**src/rtl/pacote_rpn.sv**
```systemverilog
// pacote_rpn: shared definitions for the RPN step controller.
//   - LARGURA_DADO / LARGURA_SEL / LARGURA_FLAGS: operand, selector and flag widths
//   - passo_t: 2-bit step encoding, driven straight onto the contador port
package pacote_rpn;

    localparam int LARGURA_DADO  = 8;
    localparam int LARGURA_SEL   = 3;
    localparam int LARGURA_FLAGS = 4;

    typedef enum logic [1:0] {
        PASSO_A    = 2'b00,
        PASSO_B    = 2'b01,
        PASSO_OP   = 2'b10,
        PASSO_EXEC = 2'b11
    } passo_t;

endpackage

```
**src/rtl/debounce_botao.sv**
```systemverilog
// debounce_botao: synchronizer + debouncer + press detector for an active-low button.
// Ports:
//   clock    - system clock, rising edge
//   reset_n  - asynchronous active-low reset
//   botao_n  - raw asynchronous button, active-low
//   pulso    - one-cycle pulse on each debounced 1->0 (press) transition
// The debounced level only follows the synchronized input after DEBOUNCE_CICLOS
// consecutive disagreeing samples; a single agreeing sample restarts the count.
module debounce_botao #(
    parameter int DEBOUNCE_CICLOS = 50000
) (
    input  logic clock,
    input  logic reset_n,
    input  logic botao_n,
    output logic pulso
);

    localparam int LARGURA_CNT = (DEBOUNCE_CICLOS > 1) ? $clog2(DEBOUNCE_CICLOS + 1) : 1;
    localparam logic [LARGURA_CNT-1:0] CNT_FIM = LARGURA_CNT'(DEBOUNCE_CICLOS - 1);

    logic                   sinc_1;
    logic                   sinc_2;
    logic                   nivel;
    logic [LARGURA_CNT-1:0] cnt;

    // Everything resets to the released (high) level so that releasing reset
    // with the button idle cannot look like a press.
    always_ff @(posedge clock or negedge reset_n) begin
        if (!reset_n) begin
            sinc_1 <= 1'b1;
            sinc_2 <= 1'b1;
            nivel  <= 1'b1;
            cnt    <= '0;
            pulso  <= 1'b0;
        end else begin
            sinc_1 <= botao_n;
            sinc_2 <= sinc_1;
            pulso  <= 1'b0;
            if (sinc_2 == nivel) begin
                cnt <= '0;
            end else if (cnt == CNT_FIM) begin
                nivel <= sinc_2;
                cnt   <= '0;
                // The level is flipping; it was high, so this is a press.
                pulso <= nivel;
            end else begin
                cnt <= cnt + 1'b1;
            end
        end
    end

endmodule

```
**src/rtl/controlador_rpn.sv**
```systemverilog
// controlador_rpn: RPN step controller for a switch-driven ALU front panel.
// Each debounced press of botao_confirma advances A -> B -> OP -> EXEC,
// latching operands/controls from the switches; EXEC captures the ALU outcome.
// Ports:
//   clock, reset_n          - system clock / async active-low reset
//   botao_confirma          - raw active-low confirm button
//   entrada_sw              - switch bank
//   resultado_ula/flags_ula - combinational ALU result and flags
//   contador                - current step (state register)
//   reg_a, reg_b, reg_sel, reg_carry_in - latched ALU operands and controls
//   resultado, flags, resultado_valido  - captured ALU outcome and qualifier
// Configuration macro: RPN_ENCADEAMENTO_EN - when defined, a press in EXEC
// chains the result into reg_a and returns to step B; otherwise it returns
// to step A with reg_a untouched.
module controlador_rpn
    import pacote_rpn::*;
#(
    parameter int DEBOUNCE_CICLOS = 50000
) (
    input  logic                     clock,
    input  logic                     reset_n,
    input  logic                     botao_confirma,
    input  logic [LARGURA_DADO-1:0]  entrada_sw,
    input  logic [LARGURA_DADO-1:0]  resultado_ula,
    input  logic [LARGURA_FLAGS-1:0] flags_ula,
    output logic [1:0]               contador,
    output logic [LARGURA_DADO-1:0]  reg_a,
    output logic [LARGURA_DADO-1:0]  reg_b,
    output logic [LARGURA_SEL-1:0]   reg_sel,
    output logic                     reg_carry_in,
    output logic [LARGURA_DADO-1:0]  resultado,
    output logic [LARGURA_FLAGS-1:0] flags,
    output logic                     resultado_valido
);

    passo_t passo;
    logic   confirma;

    debounce_botao #(
        .DEBOUNCE_CICLOS (DEBOUNCE_CICLOS)
    ) u_debounce (
        .clock   (clock),
        .reset_n (reset_n),
        .botao_n (botao_confirma),
        .pulso   (confirma)
    );

    assign contador = passo;

    always_ff @(posedge clock or negedge reset_n) begin
        if (!reset_n) begin
            passo            <= PASSO_A;
            reg_a            <= '0;
            reg_b            <= '0;
            reg_sel          <= '0;
            reg_carry_in     <= 1'b0;
            resultado        <= '0;
            flags            <= '0;
            resultado_valido <= 1'b0;
        end else begin
            unique case (passo)
                PASSO_A: if (confirma) begin
                    reg_a <= entrada_sw;
                    passo <= PASSO_B;
                end
                PASSO_B: if (confirma) begin
                    reg_b <= entrada_sw;
                    passo <= PASSO_OP;
                end
                PASSO_OP: if (confirma) begin
                    reg_sel      <= entrada_sw[LARGURA_SEL-1:0];
                    reg_carry_in <= entrada_sw[LARGURA_SEL];
                    passo        <= PASSO_EXEC;
                end
                PASSO_EXEC: begin
                    // resultado_valido is always low on entry, so it doubles as
                    // the "already captured" marker. A press landing on the
                    // capture edge is swallowed; only a later press exits.
                    if (!resultado_valido) begin
                        resultado        <= resultado_ula;
                        flags            <= flags_ula;
                        resultado_valido <= 1'b1;
                    end else if (confirma) begin
                        resultado_valido <= 1'b0;
`ifdef RPN_ENCADEAMENTO_EN
                        reg_a <= resultado;
                        passo <= PASSO_B;
`else
                        passo <= PASSO_A;
`endif
                    end
                end
                default: passo <= PASSO_A;
            endcase
        end
    end

endmodule

```
**config.mk**
```make
export PLATFORM = sky130hd
export DESIGN_NAME = controlador_rpn
export DESIGN_NICKNAME = d
export VERILOG_FILES = /design/src/rtl/pacote_rpn.sv /design/src/rtl/debounce_botao.sv /design/src/rtl/controlador_rpn.sv
export SDC_FILE = /design/constraint.sdc
export NUM_CORES = 1
export LEC_CHECK = 0
export BUFFER_PORTS_ARGS = -buffer_cell sky130_fd_sc_hd__buf_2
export CAP_MARGIN = 20
export CORE_MARGIN = 1
export CORE_UTILIZATION = 45
export CTS_CLUSTER_SIZE = 20
export DETAILED_ROUTE_END_ITERATION = 16
export PLACE_DENSITY = 0.72
export SYNTH_ARGS = -nofsm -noshare
export SYNTH_HDL_FRONTEND = slang
export SYNTH_HIERARCHICAL = 1
export SYNTH_SLANG_ARGS = --single-unit
```
**constraint.sdc**
```tcl
create_clock -name clock -period 1.45 [get_ports clock]
set_clock_uncertainty 0.1 [all_clocks]
set_input_delay 0.0725 -clock clock [delete_from_list [all_inputs] [get_ports clock]]
set_output_delay 0.0725 -clock clock [all_outputs]
set_load 0.005 [all_outputs]
```
---- Word-level counts from Yosys, hierarchy flattened ----
Cells that the tools add are included.
operators by class
  bitwise operators ....................... 2
  $mul .................................... 0
  $add $sub $neg .......................... 1
  magnitude comparators ................... 0
  equal/unequal tests ..................... 10
  reductions and logical operators ........ 7
  shifts and indexed selects .............. 0
  divide/modulo/power cells ............... 0
  mux-type cells .......................... 12
operators by type and width
  cell                     count
  $mux W16                 2
  $add A16 B1 Y16 const B  1
  $eq A16 B16 Y1 const B   1
  $mux W2                  5
  $reduce_and A2 Y1        5
  $ne A2 B1 Y1 const B     4
  $pmux W2 S4              1
  $reduce_and A5 Y1        1
  $eq A2 B2 Y1 const B     2
  $mux W1                  4
  $eq A2 B1 Y1 const B     1
  $logic_not A2 Y1         1
  $ne A2 B2 Y1 const B     1
  $not A1 Y1               2
  $eq A1 B1 Y1             1
word-level totals
  bits of input ports ..................... 23
  output and inout bits ................... 35
  memories ................................ 0
  ROM bits ................................ 0
  register bits ........................... 55
  RAM bits ................................ 0
  latch bits .............................. 0

---- Depth between registers and ports, before layout ----
  depth in word-level cells ............... 3
  gate-level depth with buffers ........... 7
  mapped depth without buffers ............ 5

---- By module ----
The synthesis kept the hierarchy.
modules (own cells, without submodules)
  module           instances  area an instance (µm²)  cells each  sequential area each (µm²)
  controlador_rpn  1          1401.3                  85          875.8
  debounce_botao   1          1063.5                  93          504.2

---- Worst setup path after synthesis ----
OpenSTA, ideal clock, no wires.
  kind .................................... register to register
  start ................................... register u_debounce.cnt[0]
  end ..................................... register u_debounce.cnt[14]
  setup time .............................. 0.069 ns
  data required time ...................... 1.281 ns
  slack ................................... -0.107 ns
  path buffers ............................ 2
  arrival ................................. 1.388 ns
  cell stages (with the launch flop) ...... 8
  cells stage by stage .................... dfrtp_1 -> ha_1 -> and3_1 -> buf_2 -> nand4_2 -> nand2_4 -> buf_12 -> nor2_2
between the ends
  cells in the longest elaborated chain, start to end .. 3
  elaborated cells between the ends (all ways) .. 4
RTL lines
  item                                               RTL line                                    source
  from (decl)                                        debounce_botao.sv:24                        logic [LARGURA_CNT-1:0] cnt;
  from (signal assigned)                             debounce_botao.sv:47                        cnt <= cnt + 1'b1;
  $add A16 B1 Y16 or $eq A16 B16 Y1 (tied branches)  debounce_botao.sv:47, debounce_botao.sv:41
  $mux W16 *                                         debounce_botao.sv:41                        end else if (cnt == CNT_FIM) begin
  $mux W16 *                                         debounce_botao.sv:39                        if (sinc_2 == nivel) begin
Every way passes the cells marked *; elsewhere a longest branch is shown, timed or not.
A chain may end at the register's enable or synchronous reset.

---- Worst setup path in the final report ----
  start ................................... register u_debounce.cnt[0]
  end ..................................... register u_debounce.cnt[10]
The elaborated chain is that of the path after synthesis.

==> impl_results.md <==
* Vias per cell at 4.911
* Net count after synthesis at 206
* Synth-to-Final Area Change at 47.51%
* Worst R2R End: u_debounce/cnt[10]
* Synth Warn # at 6
* CTS H-Tree Depth at 2
* Largest delay share family, worst path: simple AND/OR/NAND/NOR gates
* Cell area after layout at 3636 µm²
* Final net count at 318
* Worst-Skew Late Latency at 310 ps
* RSZ-0062 raised after global routing: true
* Chip width at ~76 µm
* Initial Util at 47.36%
* Primary FF master, synth: dfrtp_1
* PnR worst setup slack at -107.9 ps
* Gr ovfl total at 0
* CP Depth at 6
* Cell Count, Final, Fillers Out at 361
* Worst reg2reg startpoint: u_debounce/cnt[0]
* Initial antenna violation count at 0
* Top cells by area, synth: dfrtp_1, mux2_2, dfstp_2
* DRT Pass-1 Iters at 4
* Clock sink count at 55
* Gate power share at just under 8%
* Drt total wl at between 5000 and 6000 µm
* Final hold vios at 0
* CP startpoint kind: register
* Routed vias at 1773
* Placed insts at 323
* Post-Syn Instances at 178
* R2r setup slk at -110 ps
* Violations in the final reports: negative setup slack
* Maxcap violations at 0
* Pin count of the biggest net entering global routing at 32
* First-pass GRT wire length at 8383 µm
* I/O pin cnt at 58
* Pwr Total at roughly 2900 µW
* Worst Path Buf+Inv at 1
* Largest stage delay on the critical path at 360 ps
* CP arrival at 1650 ps
* Iter 0 DRT Violations at slightly above 80
* Syn_area_per_cell at 13.85 µm²
* PwrDens at 791.6 nW/µm²
* Post-synth EDFFs at 0
* CTS tree: done
* Synth cell types at 31
* Crit-path slowest cell: dfrtp_1
* Vias in the first global route at 1747
* Static Leakage at 0.001677 µW
* Setup TNS at -729.8 ps
* Inserted Clock Buffers at 5
* DRC at 0
* Die height at between 70 and 80 µm
* Crit Path Max Fanout at 3
* Hold Path Class: in -> async
* DP Area at 3005 µm²
* Crit path kind: reg -> reg
* Number of port buffers at 57
* Crit share post-route at 107.4%
* Async S/R FF share, synth at 100.0%
* FF-to-FF path depth at 6
* Final Setup Violations at 29
* Post-DR wirelength/cell at ~15 µm
* GRT Util Overall at 18.39%
* Max Fclk at between 600 and 700 MHz
* Post-DP HPWL at approximately 3300 µm
* Clock edge transition at the registers on the reported setup and hold paths at 100 ps
* Sequential Power Share at 55.4%
* Synth top area share at 52.79%
* Sw frac at 21.40%
* Area leader, netlist: dfrtp_1
* Crit. End Element: register
* Clock power share at between 30% and 40%
* Slew headroom at 74.25%
* Die area at roughly 5800 µm²
* Outcome: finished with violations
* Final slew viol count at 0
* Layout cell share with drive strength beyond 1 at 64.26%
* Antenna viol nets, final at 0
* Mapped cell area at 2465 µm²
* CORE AREA at around 5200 µm²
* Tightest Pin Transition at 386.2 ps
* Top-count cell post-synth: dfrtp_1
* Synthesized flop and latch total at 55
* Worst-path cell chain: ha_2, and3_4, buf_6, nand4_1, xor2_1, nor2_2
* Fillers at around 360
* Internal power at between 2000 and 2500 µW
* WP data required at 1540 ps
* GPL Wtd Cong at 0.8361
* Most instantiated cells after synthesis: dfrtp_1, mux2_2, nor2_2
* Floorplan row count at 26
* Hold slack at 180.1 ps
* Register area share after synthesis at between 50% and 60%
* Maximum ir drop on the vdd rail at 0.0005928 V
* Clk buf depth at 2
* Antenna Cells at 0
* Switching power at 616.0 µW
* Min Tclk post-route at around 1600 ps
* Root buf cell: clkbuf_8
-- cell families after synthesis --
| family | count (synthesis) | share of synthesized area [%] |
|---|---|---|
| compound gates | 1 | 0.6090 |
| fa+ha+maj | 5 | 2.538 |
| flops | 55 | 55.99 |
| xor+xnor | 15 | 5.330 |
| mux | 36 | 16.70 |
| simple gates | 57 | 16.04 |
| buf+inv | 9 | 2.792 |
-- worst max-delay path by stage --
stage                               to  slack (ps)                from
finish              u_debounce/cnt[10]        -110   u_debounce/cnt[0]
global route        u_debounce/cnt[10]        -180   u_debounce/cnt[0]
CTS                 u_debounce/cnt[13]         -30  u_debounce/cnt[12]
detailed placement    u_debounce/pulso        -110   u_debounce/cnt[5]
global placement           contador[1]         -50         contador[0]
floorplan                     flags[1]         -20         contador[1]
-- cell type report --
class / instances / area, µm² / area share [%]
clock inverter: 2 / 35.03 / 0.9635
sequential: 55 / 1391 / 38.27
clock buffer: 6 / 82.58 / 2.271
tap: 70 / 87.58 / 2.409
inverter: 3 / 16.27 / 0.4473
timing repair buffer: 110 / 773.2 / 21.27
multi-input combinational: 115 / 1250 / 34.38
-- worst reg2reg max path, cell delays in order, from the launching register on --
cell     delay [ps]
dfrtp_1         360
ha_2            200
and3_4          230
buf_6           120
nand4_1         110
xor2_1          260
nor2_2           60
-- registers in the layout (all words and copies together) (netlist names), 2 cells and up --
name	flops
reg_b	8
resultado	8
flags	4
contador	2
reg_a	8
u_debounce/cnt	16
reg_sel	3
-- layer usage --
layer  vias to the layer above  routed length (µm)  track usage [%]
li1                        842                   -                -
met1                       873                2402            23.63
met2                        46                2715            30.91
met3                        12                 171            3.234
met4                         0                 124            7.500
met5                         -                   0                0
-- metrics by stage --
stage	util, %	setup WS [ps]
floorplan	-	-21.34
finish	69.86	-107.9
global route	69.86	-183.9
global placement	57.74	-49.46
CTS	66.08	-28.39
detailed placement	57.74	-111.8
-- what timing repair did --
action | 4_1_cts | 5_1_grt
hold buffers | 22 | 0
pin swaps | 7 | 6
setup buffers | 3 | 5
resized for setup | 19 | 30
hold endpoints to repair | 88 | 0
endpoints found under the setup margin | 41 | 39
cloned | 0 | 1
-- cell usage in the layout (no fill, tap or decap), types with 3 or more instances in the layout --
cell type,Yosys,layout
mux2_2,33,33
ha_4,0,3
dfrtp_2,0,9
buf_2,3,57
dfstp_2,3,3
nand4_1,6,6
nand3_1,6,4
nand3_4,1,3
buf_4,0,24
xnor2_1,9,9
nor2_2,11,9
nor2_1,8,7
buf_6,2,6
nor2_4,0,3
dfrtp_1,52,43
dlygate4sd3_1,0,22
xor2_1,6,3
clkbuf_8,0,6
-- power groups by stage --
stage	logic [µW]	registers (µW)	clock network, µW
2_1_floorplan	51.0	1630	0
3_3_place_gp	167	1620	0
3_5_place_dp	168	1620	0
4_1_cts	220	1590	1080
5_1_grt	254	1600	1160
6_report	228	1590	1060
(Power assumes the default switching activity.)
